**config.mk**
```make
export PLATFORM = sky130hd
export DESIGN_NAME = rv32i_inst_encoder
export DESIGN_NICKNAME = d
export VERILOG_FILES = /design/src/rtl/rv32i_inst_encoder_pkg.sv /design/src/rtl/rv32i_inst_encoder_fifo.sv /design/src/rtl/rv32i_inst_encoder.sv
export SDC_FILE = /design/constraint.sdc
export NUM_CORES = 1
export LEC_CHECK = 0
export CORE_UTILIZATION = 37
export DETAILED_ROUTE_END_ITERATION = 10
export SKIP_LAST_GASP = 1
export SYNTH_ARGS = -nofsm -noshare
export SYNTH_HDL_FRONTEND = slang
export SYNTH_SLANG_ARGS = --single-unit
```
**constraint.sdc**
```tcl
create_clock -name clk -period 4.4 [get_ports clk]
set_input_delay 0.66 -clock clk [delete_from_list [all_inputs] [get_ports clk]]
set_output_delay 0.66 -clock clk [all_outputs]
set_load 0.1 [all_outputs]
```
**src/rtl/rv32i_inst_encoder_pkg.sv**
```systemverilog
// ============================================================================
// Module      : rv32i_inst_encoder_pkg
// Description : Format codes, legal funct7 values and immediate range helper
//               shared by the RV32I instruction encoder.
// Revision    : 1.0 - initial release
// ============================================================================
`default_nettype none

package rv32i_inst_encoder_pkg;

    localparam int INST_WIDTH = 32;
    localparam int FMT_WIDTH  = 3;

    localparam logic [FMT_WIDTH-1:0] c_FMT_R = 3'd0;
    localparam logic [FMT_WIDTH-1:0] c_FMT_I = 3'd1;
    localparam logic [FMT_WIDTH-1:0] c_FMT_S = 3'd2;
    localparam logic [FMT_WIDTH-1:0] c_FMT_B = 3'd3;
    localparam logic [FMT_WIDTH-1:0] c_FMT_U = 3'd4;
    localparam logic [FMT_WIDTH-1:0] c_FMT_J = 3'd5;

    localparam logic [6:0] c_F7_BASE   = 7'b0000000;
    localparam logic [6:0] c_F7_ALT    = 7'b0100000;
    localparam logic [6:0] c_F7_MULDIV = 7'b0000001;

    // True when value survives truncation to a signed field of the given width.
    function automatic logic fits_signed(input logic [31:0] value, input int unsigned bits);
        logic [31:0] w_hi;
        w_hi = $signed(value) >>> (bits - 1);
        return (w_hi == '0) || (w_hi == '1);
    endfunction

endpackage

`default_nettype wire

```
**src/rtl/rv32i_inst_encoder_fifo.sv**
```systemverilog
// ============================================================================
// Module      : rv32_enc_fifo
// Description : Synchronous FIFO with async reset, explicit occupancy count
//               and a combinational head read from registered storage.
// Revision    : 1.0 - initial release
// ============================================================================
`default_nettype none

module rv32_enc_fifo #(
    parameter int DEPTH = 2,
    parameter int WIDTH = 33
) (
    input  logic             clk,
    input  logic             rst,
    input  logic             i_push,
    input  logic [WIDTH-1:0] i_data,
    input  logic             i_pop,
    output logic [WIDTH-1:0] o_head,
    output logic             o_full,
    output logic             o_empty
);

    localparam int PTR_W = (DEPTH > 1) ? $clog2(DEPTH) : 1;
    localparam logic [PTR_W-1:0] c_PTR_ONE = 1;
    localparam logic [PTR_W:0]   c_CNT_ONE = 1;
    localparam logic [PTR_W:0]   c_DEPTH   = (PTR_W + 1)'(DEPTH);

    logic [WIDTH-1:0] r_mem [DEPTH];
    logic [PTR_W-1:0] r_wptr;
    logic [PTR_W-1:0] r_rptr;
    logic [PTR_W:0]   r_count;
    logic             w_do_push;
    logic             w_do_pop;

    assign o_full    = (r_count == c_DEPTH);
    assign o_empty   = (r_count == '0);
    // A pop in the same cycle frees the slot, so a full FIFO still accepts.
    assign w_do_push = i_push & (~o_full | i_pop);
    assign w_do_pop  = i_pop & ~o_empty;
    assign o_head    = o_empty ? '0 : r_mem[r_rptr];

    always_ff @(posedge clk) begin
        if (w_do_push) begin
            r_mem[r_wptr] <= i_data;
        end
    end

    always_ff @(posedge clk or posedge rst) begin
        if (rst) begin
            r_wptr  <= '0;
            r_rptr  <= '0;
            r_count <= '0;
        end else begin
            if (w_do_push) begin
                r_wptr <= r_wptr + c_PTR_ONE;
            end
            if (w_do_pop) begin
                r_rptr <= r_rptr + c_PTR_ONE;
            end
            case ({w_do_push, w_do_pop})
                2'b10:   r_count <= r_count + c_CNT_ONE;
                2'b01:   r_count <= r_count - c_CNT_ONE;
                default: r_count <= r_count;
            endcase
        end
    end

endmodule

`default_nettype wire

```
**src/rtl/rv32i_inst_encoder.sv**
```systemverilog
// ============================================================================
// Module      : rv32i_inst_encoder
// Description : Assembles RV32I instruction words from decoded fields, flags
//               out-of-range immediates, and queues results in an output FIFO.
//               Define RV32M_EN to accept funct7=0000001 (MUL/DIV) in R format.
// Revision    : 1.0 - initial release
// ============================================================================
`default_nettype none

module rv32i_inst_encoder
    import rv32i_inst_encoder_pkg::*;
#(
    parameter int FIFO_DEPTH = 2,
    parameter int CNT_WIDTH  = 16
) (
    input  logic                  clk,
    input  logic                  reset,
    input  logic                  in_valid,
    output logic                  in_ready,
    input  logic [FMT_WIDTH-1:0]  in_fmt,
    input  logic [6:0]            in_opcode,
    input  logic [4:0]            in_rd,
    input  logic [4:0]            in_rs1,
    input  logic [4:0]            in_rs2,
    input  logic [2:0]            in_funct3,
    input  logic [6:0]            in_funct7,
    input  logic [31:0]           in_imm,
    output logic                  out_valid,
    input  logic                  out_ready,
    output logic [INST_WIDTH-1:0] out_inst,
    output logic                  out_err,
    output logic [CNT_WIDTH-1:0]  inst_count,
    output logic [CNT_WIDTH-1:0]  err_count
);

    localparam logic [CNT_WIDTH-1:0] c_CNT_ONE = 1;

    logic [INST_WIDTH-1:0] w_raw;
    logic                  w_bad;
    logic [INST_WIDTH-1:0] w_word;
    logic                  w_f7_ok;
    logic                  w_fire;
    logic                  w_push;
    logic                  w_pop;
    logic                  w_full;
    logic                  w_empty;
    logic [INST_WIDTH:0]   w_head;

    logic                  r_e_full;
    logic [INST_WIDTH-1:0] r_e_inst;
    logic                  r_e_err;
    logic [CNT_WIDTH-1:0]  r_inst_count;
    logic [CNT_WIDTH-1:0]  r_err_count;

`ifdef RV32M_EN
    assign w_f7_ok = (in_funct7 == c_F7_BASE) || (in_funct7 == c_F7_ALT) ||
                     (in_funct7 == c_F7_MULDIV);
`else
    assign w_f7_ok = (in_funct7 == c_F7_BASE) || (in_funct7 == c_F7_ALT);
`endif

    always_comb begin
        w_raw = '0;
        w_bad = 1'b0;
        case (in_fmt)
            c_FMT_R: begin
                w_raw = {in_funct7, in_rs2, in_rs1, in_funct3, in_rd, in_opcode};
                w_bad = ~w_f7_ok;
            end
            c_FMT_I: begin
                w_raw = {in_imm[11:0], in_rs1, in_funct3, in_rd, in_opcode};
                w_bad = ~fits_signed(in_imm, 12);
            end
            c_FMT_S: begin
                w_raw = {in_imm[11:5], in_rs2, in_rs1, in_funct3, in_imm[4:0], in_opcode};
                w_bad = ~fits_signed(in_imm, 12);
            end
            c_FMT_B: begin
                w_raw = {in_imm[12], in_imm[10:5], in_rs2, in_rs1, in_funct3,
                         in_imm[4:1], in_imm[11], in_opcode};
                w_bad = ~fits_signed(in_imm, 13) | in_imm[0];
            end
            c_FMT_U: begin
                w_raw = {in_imm[31:12], in_rd, in_opcode};
                w_bad = (in_imm[11:0] != 12'h000);
            end
            c_FMT_J: begin
                w_raw = {in_imm[20], in_imm[10:1], in_imm[11], in_imm[19:12], in_rd, in_opcode};
                w_bad = ~fits_signed(in_imm, 21) | in_imm[0];
            end
            default: begin
                w_bad = 1'b1;
            end
        endcase
    end

    // Rejected requests become the all-zero word, which decodes as illegal.
    assign w_word    = w_bad ? '0 : w_raw;

    assign in_ready  = ~r_e_full | ~w_full;
    assign w_fire    = in_valid & in_ready;
    assign out_valid = ~w_empty;
    assign w_pop     = out_valid & out_ready;
    assign w_push    = r_e_full & (~w_full | w_pop);

    always_ff @(posedge clk or posedge reset) begin
        if (reset) begin
            r_e_full <= 1'b0;
            r_e_inst <= '0;
            r_e_err  <= 1'b0;
        end else if (w_fire) begin
            r_e_full <= 1'b1;
            r_e_inst <= w_word;
            r_e_err  <= w_bad;
        end else if (w_push) begin
            r_e_full <= 1'b0;
        end
    end

    rv32_enc_fifo #(
        .DEPTH (FIFO_DEPTH),
        .WIDTH (INST_WIDTH + 1)
    ) u_fifo (
        .clk     (clk),
        .rst     (reset),
        .i_push  (w_push),
        .i_data  ({r_e_err, r_e_inst}),
        .i_pop   (w_pop),
        .o_head  (w_head),
        .o_full  (w_full),
        .o_empty (w_empty)
    );

    assign out_err  = w_head[INST_WIDTH];
    assign out_inst = w_head[INST_WIDTH-1:0];

    always_ff @(posedge clk or posedge reset) begin
        if (reset) begin
            r_inst_count <= '0;
            r_err_count  <= '0;
        end else begin
            if (w_pop) begin
                r_inst_count <= r_inst_count + c_CNT_ONE;
            end
            if (w_push && r_e_err && (r_err_count != '1)) begin
                r_err_count <= r_err_count + c_CNT_ONE;
            end
        end
    end

    assign inst_count = r_inst_count;
    assign err_count  = r_err_count;

endmodule

`default_nettype wire

```
# Yosys cells after proc, flatten, opt, wreduce, memory -nomap -nowiden
# Memory sizes are Yosys's and may differ from the RTL's.
# Index checks and enable logic that the tools add are counted.
[totals]
register_bits = 70
output_inout_bits = 67
input_bits = 71
elab_cells = 69
ramBits = 66
mem_count = 1
[op_classes]
reduce_logical = 16
n_bitwise = 16
eq_ne = 13
add_sub_neg = 6
n_mux = 9
[mem_list]
columns = ["memory", "depth", "word_bits", "rd", "rd_clocked_by_memory_dff", "wr", "line", "source"]
rows = [
  ["u_fifo.r_mem", 2, 33, 1, 0, 1, "rv32i_inst_encoder_fifo.sv:28", "logic [WIDTH-1:0] r_mem [DEPTH];"],
]
[op_table]
columns = ["operator", "count"]
rows = [
  ["$pmux 32 s6", 1],
  ["$eq 32x32->1 const B", 3],
  ["$logic_not 32->1", 3],
  ["$mux 33", 1],
  ["$add 16x1->16 const B", 2],
  ["$mux 32", 1],
  ["$ne 16x16->1 const B", 1],
  ["$reduce_bool 12->1", 1],
  ["$eq 7x6->1 const B", 1],
  ["$logic_not 7->1", 1],
  ["$not 1->1", 7],
  ["$eq 3x2->1 const B", 2],
  ["$eq 3x3->1 const B", 2],
  ["$and 1x1->1", 5],
  ["$pmux 1 s5", 1],
  ["$eq 2x2->1 const B", 2],
  ["$logic_or 1x1->1", 4],
  ["$mux 1", 4],
  ["$or 1x1->1", 4],
  ["$pmux 2 s2", 1],
  ["$reduce_bool 2->1", 2],
  ["$eq 3x1->1 const B", 1],
  ["$logic_not 3->1", 1],
  ["$add 1x1->1 const B", 2],
  ["6 further kinds", 7],
]

# Longest topological paths before layout
[depth]
ltp_word = 8
depth_mapped = 7
depth_no_buf = 6

# Modules after synthesis
# A second synthesis with hierarchy kept.
[unflattened]
hier_cells = 503
area_unflattened_um2 = 6510.0
[modules_own_cells]
columns = ["mod", "instances", "cells_per_inst", "seq_area_each_um2", "area_each_um2"]
rows = [
  ["rv32i_inst_encoder", 1, 344, 1651.6, 3796.1],
  ["rv32_enc_fifo", 1, 159, 2082.0, 2713.9],
]

# Least setup slack after synthesis
# No wires, ideal clock.
[synth_timing]
kind = "register to output"
from = "register u_fifo.r_rptr"
to = "output out_inst[10]"
path_stages_with_launch = 5
setup_slack_ns = 1.281
n_path_buf = 2
arrival_ns = 2.459
cell_sequence = "dfrtp_1 > clkbuf_1 > clkbuf_1 > mux2i_1 > nor2_1"
[synth_via]
elab_chain_cells = 2
[synth_rtl]
columns = ["item", "line", "source"]
rows = [
  ["start, declared", "rv32i_inst_encoder_fifo.sv:30", "logic [PTR_W-1:0] r_rptr;"],
  ["start signal, assigned", "rv32i_inst_encoder_fifo.sv:58", "r_rptr <= r_rptr + c_PTR_ONE;"],
  ["$mem_v2 2x33", "n/a", ""],
  ["$mux 33", "rv32i_inst_encoder_fifo.sv:40", "assign o_head = o_empty ? '0 : r_mem[r_rptr];"],
  ["end, declared", "rv32i_inst_encoder.sv:30", "output logic [INST_WIDTH-1:0] out_inst,"],
]
# No other way between the ends.

# Final worst setup path
[layout_timing]
from = "register u_fifo.r_rptr"
to = "output out_inst[8]"
# The elaborated chain is that of the path after synthesis.

==> flow_summary.ini <==
[run_status]
status = finished, final reports clean

[synthesis]
synthArstFlopShare_pct = 51.5
synth_edf_count = 66
ys.flop_type = dfrtp_1
yosys.area.top_type_share_pct = 30.6
synth-seq-area-share_pct = 57.7
postSynthAreaPerCell_sq_um = 12.8
synth_top_cell_by_area = edfxtp_1
syn-cell-area_sq_um = 6470
yosysUniqueCellTypes = 46
synth_most_common_cell = dfrtp_1
yosys-top-cells-count = 70 x dfrtp_1, 66 x edfxtp_1, 50 x nand2_1, 44 x nor2_1, 42 x mux2i_1
netlist_top_cells_area = edfxtp_1 31%, dfrtp_1 27%, o41ai_2 7.5%, mux2i_1 6.5%, xnor2_1 3.5%
syn_inst = 505
ys_ff_latch = 136
ys_warn_count = 0
syn_nets = 579

[sta]
fin_crit_sh_pct = 81.3
relSlewSlack_pct = 27.0
rsz0062_at_grt = no
setup_viol = 0
hold_viol = 0
fin_worst_skew_ns = 0.0115
period_needed_ns = 3.58
finalMaxSlewViolations = 0
finalSetupTns_ns = 0
hold_ws_ns = 0.468
fmax_ghz = 0.280
tightest_slew_ns = 1.09

[grt]
grt_pass1_wl_mm = 26.5
grt_util_all_layers_pct = 19.3
grt_pass1_vias = 4886
grt_overflow = 0
antenna_found_initial = 0
grt_max_degree = 46

[worst_setup_path]
end_kind = output port
start_kind = register
required_ns = 3.74
path_class = reg -> out
critPathArrivalTime_ns = 2.92
rrSetupSlack_ns = 2.10
crit_fanout = 28

[pwr]
finalPower_w = 0.00644
leakagePower_nw = 3.45
peakVddDrop_uv = 612
p_per_area_nw_per_um2 = 753

[route]
drcViolationCount = 0
avgRoutedWirePerCell_um = 18.7
routed_via_density = 5.34
drt_iter0_drc = 268
routed_wl_mm = 16.3
vias = 4670
dr.pass1.iters = 5
drtAntennaViolNets = 0

[clock_network]
clockBufferDepth = 2
cts_resized = 0
cts.htree.levels = 4
clk_pin_slew_worst_paths_ns = 0.06
cts-root-buf = clkbuf_16
cts_sinks = 136
hold_buffers = 0
cts_made_buffers = 17
clkLatencyLatePin_ns = 0.42
postCtsSetupRepairBufs = 0
cts_tree = built

[finish]
multi_input_area_sq_um = 2540
fillers = 1499
num_antenna_cells = 0
final_layout_size_suffix_gt1_share_pct = 15.1
syn_to_final_growth_pct = 32.2
instances_no_fill = 875
regArea_sq_um = 3730
nNetsFinal = 716

[placement]
gp_congestion = 0.782
port-buffer-count = 137
dp_cells = 843
dp_hpwl_mm = 10.9

[floorplanning]
num_rows = 47
design.core.area_sq_um = 16800
die_h_um = 134
die_w_um = 134
pin_count = 138
floorplan.initialDensity_pct = 38.5
dieArea_sq_um = 18000

[hold_path]
hold_path.class = reg -> reg

[job]
drv_cap = 0
==> registers in the layout (all words and copies together), names as in the netlist <==
register        count
u_fifo.r_count      2
u_fifo.r_mem       66
r_e_inst           32
r_e_err             1
u_fifo.r_rptr       1
err_count          16
u_fifo.r_wptr       1
inst_count         16
r_e_full            1
==> layout make-up <==
cell class | instances | area share (%)
clock inverters | 13 | 0.966
inverters | 14 | 0.615
clock buffers | 19 | 5.06
well taps | 220 | 3.22
repair buffers | 148 | 16.7
multi-input cells | 325 | 29.7
flip-flops and latches | 136 | 43.7
==> critical path, stage by stage (launching register included) <==
cell	delay (ns)
dfrtp_2	0.97
mux2i_1	0.22
nor2_1	0.15
clkdlybuf4s50_1	1.14
==> power breakdown <==
group | internal [W] | total [W] | switching, W
Clock | 0.000713 | 0.00125 | 0.000532
Sequential | 0.00170 | 0.00195 | 0.000251
Combinational | 0.000776 | 0.00325 | 0.00247
Total | 0.00319 | 0.00644 | 0.00325
==> kinds of logic (layout without fill, tap and decap cells) <==
family / after synthesis / count (layout) / share of synthesized area (%)
and+or+nand+nor: 157 / 157 / 11.6
muxes: 47 / 47 / 7.37
adders and majority gates: 3 / 3 / 0.580
AOI/OAI and AO/OA: 82 / 82 / 14.5
buffers and inverters: 44 / 194 / 3.35
DFF: 136 / 136 / 57.7
xor gates and xnor gates: 36 / 36 / 4.87
==> placed cells by master (no fill, tap or decap), types with 2 or more instances in the layout <==
cell             count
o41ai_1              2
and2_1               2
xor2_1              10
xnor2_1             26
mux2i_1             42
mux2_1               2
ha_1                 3
o22a_1               6
nand2_1             50
inv_1               12
nor4_2               2
clkinv_2             6
edfxtp_1            66
clkinvlp_4           3
o41ai_2             30
nand3_1             17
nor2_1              42
inv_6                2
mux2_2               3
clkdlybuf4s50_1    127
clkbuf_16           17
inv_2                2
and3_1               5
nor2b_1              3
clkbuf_1             2
a211oi_1             2
nand3b_1             2
dfrtp_1             69
a21oi_1              3
nand4_1             15
nor3_1               3
buf_4               21
nor4_1               8
o21ai_0              4
and4_1               2
a22o_1               4
a22oi_1             22
==> final timing paths <==
path                                               startpoint                            to  cells after the start
worst max-delay path                u_fifo.r_rptr$_DFFE_PP0P_                   out_inst[8]                      3
worst min-delay path                  r_e_inst[8]$_DFFE_PP0P_  u_fifo.r_mem[0][8]$_DFFE_PP_                      0
worst max register to register  u_fifo.r_count[0]$_DFFE_PP0P_       r_e_inst[7]$_DFFE_PP0P_                      7
worst min register to register        r_e_inst[8]$_DFFE_PP0P_  u_fifo.r_mem[0][8]$_DFFE_PP_                      0
max in group asynchronous                               reset      r_e_inst[11]$_DFFE_PP0P_                      3
min in group asynchronous                               reset     inst_count[1]$_DFFE_PP0P_                      2
==> through the flow <==
| step | setup WS, ns | utilization, % | instance area, sq um |
|---|---|---|---|
| after floorplan | 1.28 | - | 6470 |
| after global routing | 0.670 | 50.8 | 8550 |
| after CTS | 0.778 | 50.8 | 8550 |
| after global placement | 1.24 | 47.8 | 8040 |
| final | 0.823 | 50.8 | 8550 |
| after detailed placement | 1.24 | 47.8 | 8040 |
==> routing by layer <==
layer	GRT usage [%]	up-vias	wire length [um]
li1	-	2171	-
met1	25.6	2325	7460
met2	30.7	156	7770
met3	4.35	18	831
met4	7.87	0	263
met5	0	-	0
(Power assumes the default switching activity.)
